`src/rtl/mem_bus_arbiter_if.sv`:
```
// ============================================================================
// Module   : mem_bus_arbiter_if
// Brief    : Valid/ready memory bus bundle shared by masters, arbiter and slave.
// Revision : 1.0 - initial release
// ============================================================================
`default_nettype none

interface mem_bus_arbiter_if;
    logic        valid;
    logic        ready;
    logic [31:0] addr;
    logic [31:0] wdata;
    logic [3:0]  wstrb;
    logic [31:0] rdata;

    modport master (
        output valid,
        output addr,
        output wdata,
        output wstrb,
        input  ready,
        input  rdata
    );

    modport slave (
        input  valid,
        input  addr,
        input  wdata,
        input  wstrb,
        output ready,
        output rdata
    );
endinterface

`default_nettype wire

```
`src/rtl/mem_bus_arbiter.sv`:
```
// ============================================================================
// Module   : mem_bus_arbiter
// Brief    : Two-master valid/ready bus arbiter with transfer watchdog.
//            MEM_ARB_ROUND_ROBIN_EN selects round-robin instead of m0 priority.
// Revision : 1.0 - initial release
// ============================================================================
`default_nettype none

module mem_bus_arbiter #(
    parameter int          TIMEOUT_CYCLES = 64,
    parameter logic [31:0] ERR_RDATA      = 32'hDEADBEEF
) (
    input  wire logic              clk,
    input  wire logic              rst,
    mem_bus_arbiter_if.slave       i_m0,
    mem_bus_arbiter_if.slave       i_m1,
    mem_bus_arbiter_if.master      o_mem,
    output logic                   o_grant,
    output logic                   o_bus_err
);

    localparam int                    c_WDOG_W    = $clog2(TIMEOUT_CYCLES + 1);
    localparam logic [c_WDOG_W-1:0]   c_WDOG_LAST = c_WDOG_W'(TIMEOUT_CYCLES - 1);

    typedef enum logic [0:0] {
        S_IDLE = 1'b0,
        S_BUSY = 1'b1
    } state_t;

    state_t              r_state;
    state_t              w_state_nxt;
    logic                r_owner;
    logic                w_owner_nxt;
    logic                r_last_owner;
    logic                w_last_owner_nxt;
    logic [c_WDOG_W-1:0] r_wdog;
    logic [c_WDOG_W-1:0] w_wdog_nxt;
    logic                r_bus_err;
    logic                w_bus_err_nxt;

    logic                w_winner;
    logic                w_own_valid;
    logic                w_timeout;
    logic                w_done;
    logic [31:0]         w_rdata;

`ifdef MEM_ARB_ROUND_ROBIN_EN
    // Contention alternates away from the previous owner; a lone requester wins.
    assign w_winner = (i_m0.valid && i_m1.valid) ? ~r_last_owner : i_m1.valid;
`else
    assign w_winner = ~i_m0.valid;
`endif

    assign w_own_valid = r_owner ? i_m1.valid : i_m0.valid;
    assign w_timeout   = (r_wdog == c_WDOG_LAST);
    assign w_done      = (r_state == S_BUSY) && w_own_valid && (o_mem.ready || w_timeout);
    assign w_rdata     = o_mem.ready ? o_mem.rdata : ERR_RDATA;

    always_ff @(posedge clk or posedge rst) begin
        if (rst) begin
            r_state      <= S_IDLE;
            r_owner      <= 1'b0;
            r_last_owner <= 1'b1;
            r_wdog       <= '0;
            r_bus_err    <= 1'b0;
        end else begin
            r_state      <= w_state_nxt;
            r_owner      <= w_owner_nxt;
            r_last_owner <= w_last_owner_nxt;
            r_wdog       <= w_wdog_nxt;
            r_bus_err    <= w_bus_err_nxt;
        end
    end

    always_comb begin
        w_state_nxt      = r_state;
        w_owner_nxt      = r_owner;
        w_last_owner_nxt = r_last_owner;
        w_wdog_nxt       = r_wdog;
        w_bus_err_nxt    = r_bus_err;
        case (r_state)
            S_IDLE: begin
                if (i_m0.valid || i_m1.valid) begin
                    w_owner_nxt = w_winner;
                    w_wdog_nxt  = '0;
                    w_state_nxt = S_BUSY;
                end
            end
            S_BUSY: begin
                // An abandoned request ends silently; the slave answer wins a tie with the watchdog.
                if (!w_own_valid) begin
                    w_state_nxt = S_IDLE;
                end else if (o_mem.ready) begin
                    w_last_owner_nxt = r_owner;
                    w_state_nxt      = S_IDLE;
                end else if (w_timeout) begin
                    w_last_owner_nxt = r_owner;
                    w_bus_err_nxt    = 1'b1;
                    w_state_nxt      = S_IDLE;
                end else begin
                    w_wdog_nxt = r_wdog + 1'b1;
                end
            end
            default: begin
                w_state_nxt = S_IDLE;
            end
        endcase
    end

    assign o_mem.valid = (r_state == S_BUSY) && w_own_valid;
    assign o_mem.addr  = (r_state != S_BUSY) ? 32'h0 : (r_owner ? i_m1.addr  : i_m0.addr);
    assign o_mem.wdata = (r_state != S_BUSY) ? 32'h0 : (r_owner ? i_m1.wdata : i_m0.wdata);
    assign o_mem.wstrb = (r_state != S_BUSY) ? 4'h0  : (r_owner ? i_m1.wstrb : i_m0.wstrb);

    assign i_m0.ready = w_done && !r_owner;
    assign i_m0.rdata = (w_done && !r_owner) ? w_rdata : 32'h0;
    assign i_m1.ready = w_done && r_owner;
    assign i_m1.rdata = (w_done && r_owner) ? w_rdata : 32'h0;

    assign o_grant   = r_owner;
    assign o_bus_err = r_bus_err;

endmodule

`default_nettype wire

```
`src/flat_wrapper.sv`:
```
// flat-port wrapper written by rule: the top's interface ports become plain ports
module mem_bus_arbiter_flat 
#(
    parameter int          TIMEOUT_CYCLES = 64,
    parameter logic [31:0] ERR_RDATA      = 32'hDEADBEEF
)
  (clk, rst, o_grant, o_bus_err, i_m0_valid, i_m0_addr, i_m0_wdata, i_m0_wstrb, i_m0_ready, i_m0_rdata, i_m1_valid, i_m1_addr, i_m1_wdata, i_m1_wstrb, i_m1_ready, i_m1_rdata, o_mem_valid, o_mem_addr, o_mem_wdata, o_mem_wstrb, o_mem_ready, o_mem_rdata);
  mem_bus_arbiter_if i_m0_i ();
  mem_bus_arbiter_if i_m1_i ();
  mem_bus_arbiter_if o_mem_i ();
  input  wire logic clk;
  input  wire logic rst;
  output logic o_grant;
  output logic o_bus_err;
  input wire logic [$bits(i_m0_i.valid)-1:0] i_m0_valid;
  input wire logic [$bits(i_m0_i.addr)-1:0] i_m0_addr;
  input wire logic [$bits(i_m0_i.wdata)-1:0] i_m0_wdata;
  input wire logic [$bits(i_m0_i.wstrb)-1:0] i_m0_wstrb;
  output wire logic [$bits(i_m0_i.ready)-1:0] i_m0_ready;
  output wire logic [$bits(i_m0_i.rdata)-1:0] i_m0_rdata;
  input wire logic [$bits(i_m1_i.valid)-1:0] i_m1_valid;
  input wire logic [$bits(i_m1_i.addr)-1:0] i_m1_addr;
  input wire logic [$bits(i_m1_i.wdata)-1:0] i_m1_wdata;
  input wire logic [$bits(i_m1_i.wstrb)-1:0] i_m1_wstrb;
  output wire logic [$bits(i_m1_i.ready)-1:0] i_m1_ready;
  output wire logic [$bits(i_m1_i.rdata)-1:0] i_m1_rdata;
  output wire logic [$bits(o_mem_i.valid)-1:0] o_mem_valid;
  output wire logic [$bits(o_mem_i.addr)-1:0] o_mem_addr;
  output wire logic [$bits(o_mem_i.wdata)-1:0] o_mem_wdata;
  output wire logic [$bits(o_mem_i.wstrb)-1:0] o_mem_wstrb;
  input wire logic [$bits(o_mem_i.ready)-1:0] o_mem_ready;
  input wire logic [$bits(o_mem_i.rdata)-1:0] o_mem_rdata;
  assign i_m0_i.valid = i_m0_valid;
  assign i_m0_i.addr = i_m0_addr;
  assign i_m0_i.wdata = i_m0_wdata;
  assign i_m0_i.wstrb = i_m0_wstrb;
  assign i_m0_ready = i_m0_i.ready;
  assign i_m0_rdata = i_m0_i.rdata;
  assign i_m1_i.valid = i_m1_valid;
  assign i_m1_i.addr = i_m1_addr;
  assign i_m1_i.wdata = i_m1_wdata;
  assign i_m1_i.wstrb = i_m1_wstrb;
  assign i_m1_ready = i_m1_i.ready;
  assign i_m1_rdata = i_m1_i.rdata;
  assign o_mem_valid = o_mem_i.valid;
  assign o_mem_addr = o_mem_i.addr;
  assign o_mem_wdata = o_mem_i.wdata;
  assign o_mem_wstrb = o_mem_i.wstrb;
  assign o_mem_i.ready = o_mem_ready;
  assign o_mem_i.rdata = o_mem_rdata;
  mem_bus_arbiter #(.TIMEOUT_CYCLES(TIMEOUT_CYCLES), .ERR_RDATA(ERR_RDATA)) u_core (.clk(clk), .rst(rst), .i_m0(i_m0_i), .i_m1(i_m1_i), .o_mem(o_mem_i), .o_grant(o_grant), .o_bus_err(o_bus_err));
endmodule
```
`config.mk`:
```
export PLATFORM = sky130hd
export DESIGN_NAME = mem_bus_arbiter_flat
export DESIGN_NICKNAME = d
export VERILOG_FILES = /design/src/rtl/mem_bus_arbiter_if.sv /design/src/rtl/mem_bus_arbiter.sv /design/src/flat_wrapper.sv
export SDC_FILE = /design/constraint.sdc
export NUM_CORES = 1
export LEC_CHECK = 0
export CAP_MARGIN = 0
export CORE_AREA = 2 2 121 123
export CTS_BUF_LIST = sky130_fd_sc_hd__clkbuf_4
export CTS_CLUSTER_SIZE = 8
export DETAILED_ROUTE_END_ITERATION = 16
export DIE_AREA = 0 0 123 125
export MAX_ROUTING_LAYER = met4
export PLACE_DENSITY = 0.67
export SLEW_MARGIN = 10
export SYNTH_ARGS = -nofsm -noshare
export SYNTH_HDL_FRONTEND = slang
export SYNTH_SLANG_ARGS = --single-unit
export TNS_END_PERCENT = 1
```
`constraint.sdc`:
```
create_clock -name clk -period 2.6 [get_ports clk]
set_input_delay 0.65 -clock clk [delete_from_list [all_inputs] [get_ports clk]]
set_output_delay 0.65 -clock clk [all_outputs]
set_load 0.01 [all_outputs]
```
==> summary.md <==
| Metric | Value |
|---|---|
| Clock Power Share | `4.4%` |
| Hold Path Depth | `1` |
| Sw Pwr | `1.24 mW` |
| Peak VDD IR | `227 µV` |
| Total gr overflow | `0` |
| 1st-pass router iterations | `4` |
| Placed inst area | `5580 µm²` |
| Critical-path cell list | `buf_12, nor3b_2, buf_4, buf_4, buf_4, and2_1, clkdlybuf4s15_2` |
| First-pass GRT wire length | `17.7 mm` |
| Flop pwr share | `8.2%` |
| Crit Path Class | `reg2out` |
| Total GRT Usage | `14.6%` |
| Post-Synthesis Cells | `310` |
| Port Buf Inserts | `309` |
| DIE HEIGHT | `125 µm` |
| R2R Setup Slk | `0.67 ns` |
| Pint | `1.66 mW` |
| IO Count | `310` |
| Synthesis-to-layout area growth | `164%` |
| CP Capture Type | `output port` |
| Antenna cells | `0` |
| Initial Util | `15.2%` |
| Least-Margin Pin Slew | `0.453 ns` |
| Post-layout util | `40.0%` |
| Wirelength per Cell | `14.8 µm` |
| RSZ-0062 raised after global routing | `true` |
| Beginning of the worst hold path | `u_core.o_bus_err` |
| Synth area leader | `mux2i_1` |
| Cts hold-fix bufs | `0` |
| Critical path's slowest cell | `dfrtp_4` |
| WHS | `0.480 ns` |
| Core Region | `14200 µm²` |
| Worst path most repeated cell | `buf_4` |
| Final Hold Vio Count | `0` |
| Clock tree from TritonCTS | `yes` |
| FFs w/ async S/R, synth | `100%` |
| CP max stage delay | `0.51 ns` |
| Initial drt markers | `100` |
| Clk pin slew, worst setup/hold paths | `0.07 ns` |
| Worst hold path class | `reg2reg` |
| Htree depth | `1` |
| Logic pwr share | `87.4%` |
| Vias per Instance | `4.28` |
| RR Endpoint | `u_core.r_wdog[3]` |
| Number of global-route vias before repair | `3504` |
| Dominant synthesized flop cell | `dfrtp_1` |
| Top-area cell type share of the netlist area | `32.1%` |
| Largest cells by area after synthesis | `mux2i_1, nor2_1, dfrtp_1` |
| Setup-failing EPs final | `0` |
| Worst setup startpoint | `u_core.o_grant` |
| Most numerous cell in the Yosys netlist | `nor2_1` |
| Fmax | `0.392 GHz` |
| CP max FO | `21` |
| Core Rows | `44` |
| Max Clock Skew | `0.00131 ns` |
| Worst setup SP type | `flop` |
| Worst EP arrival | `1.90 ns` |
| Tot Pwr | `2.90 mW` |
| Post-DP HPWL | `10.0 mm` |
| Pwr Density | `510 nW/µm²` |
| Nets | `801` |
| Setup_tns | `0 ns` |
| DR DRC count | `0` |
| Clk root buf | `clkbuf_4` |
| CP required | `1.95 ns` |
| WHS Endpoint | `u_core.o_bus_err` |
| RePlAce Congestion | `0.811` |
| Final WL | `12.0 mm` |
| Worst Reg2Reg Path Length in Cells | `6` |
| Synth cell count leaders | `nor2_1, mux2i_1, a21oi_1, nand2_1, a21oi_2` |
| Outcome | `completed` |
| Synth warn | `0` |
| Worst-skew pair later-pin latency | `0.27 ns` |
| Largest net degree at the start of global routing | `45` |
| Die Wd | `123 µm` |
| R2r startpoint | `u_core.o_grant` |
| Fin crit share | `98.2%` |
| Die ar. | `15400 µm²` |
| Clock Sinks | `10` |
| Via count | `3470` |
| EDFF count, synth | `0` |
| Share of layout cells above drive strength 1 | `12.8%` |
| Longest Clk Path Bufs | `2` |
| Initial antenna violation count | `0` |
| Fin crit period | `2.55 ns` |
| Register area share after synthesis | `11.6%` |
| Synth Cell Area | `2150 µm²` |
| Max cap viols | `0` |
| Flops & latches, synth | `10` |
| CP delay by family, top | `buffers and inverters` |
| Leakage power | `2.80 nW` |
| CP bufs+invs | `5` |
| Final ANT Viol Nets | `0` |
| Total CTS buffers | `3` |
| Max_slew headroom | `69.5%` |
| Mapped Avg Cell Area | `6.94 µm²` |
| Sw frac | `42.7%` |
| Syn nets | `484` |
| Slew Limit Fails | `0` |
| Post-route cell area | `5680 µm²` |
| Distinct cells, synth | `34` |
==> power groups by stage <==
stage | registers [mW] | logic, mW | clock network, mW
finish | 0.239 | 2.53 | 0.127
global route | 0.244 | 2.72 | 0.142
CTS | 0.236 | 2.53 | 0.131
detailed placement | 0.240 | 2.54 | 0
global placement | 0.236 | 2.52 | 0
floorplan | 0.214 | 1.20 | 0
==> cells in the final DEF, fill, tap and decap left out, types with 2 or more instances in the layout <==
master / synthesis / final
o21ai_0: 2 / 2
buf_4: 1 / 18
mux2i_1: 69 / 68
clkbuf_2: 0 / 11
and2_1: 19 / 19
a21oi_2: 20 / 20
clkdlybuf4s50_1: 0 / 211
nor2_1: 73 / 73
inv_1: 4 / 4
clkdlybuf4s15_1: 0 / 16
clkbuf_4: 0 / 4
a21oi_1: 30 / 30
buf_6: 3 / 5
dfrtp_1: 10 / 8
buf_12: 0 / 4
dlygate4sd2_1: 0 / 49
nand2_1: 30 / 30
nand3_1: 3 / 3
dlymetal6s2s_1: 0 / 20
mux2_2: 2 / 2
clkdlybuf4s15_2: 0 / 2
==> state kept, by name (all words and copies together), names as in the netlist <==
register and flops:
u_core.o_grant 1, u_core.r_state 1, u_core.o_bus_err 1, u_core.r_wdog 7
==> cells by family after synthesis <==
kind of cell,share of synthesized area [%]
simple gates,28.3
mux,33.1
compound gates,18.4
buf+inv,7.62
flops,11.6
xor+xnor,0.407
fa+ha+maj,0.581
==> through the flow <==
stage	setup slack, ns	instances
after CTS	-0.0639	809
final	0.0469	810
after global routing	-0.0527	810
after global placement	-0.510	800
after floorplan	0.448	310
after detailed placement	-0.528	800
==> per-layer routing <==
layer	track usage [%]	wire length, µm	vias to the layer above
li1	-	-	1693
met1	15.9	4640	1585
met2	28.4	6350	184
met3	1.46	876	8
met4	2.54	116	0
met5	-	0	-
==> area by class of cell <==
class,instances,area (µm²)
clock buffer,4,30.0
fill,1465,8520
inverter,5,18.8
multi-input combinational,267,1750
sequential,10,255
tap,184,230
timing repair buffer,340,3390
==> what timing repair did <==
action / in CTS / in global routing
gates cloned: 2 / 1
hold endpoints to repair: 0 / 0
pin swaps: 2 / 0
setup endpoints to repair: 77 / 75
gates resized for setup: 89 / 62
buffers inserted: 3 / 0
==> worst max-delay path by stage <==
stage	end	slack (ns)	depth (start not counted)
final	i_m0_rdata[4]	0.05	7
after CTS	o_mem_addr[11]	-0.06	5
after detailed placement	i_m0_rdata[4]	-0.53	6
after global routing	i_m0_rdata[4]	-0.05	7
after global placement	i_m0_rdata[8]	-0.51	6
after floorplan	i_m0_rdata[14]	0.45	4
Note: power is estimated with default switching activity, not from simulation.
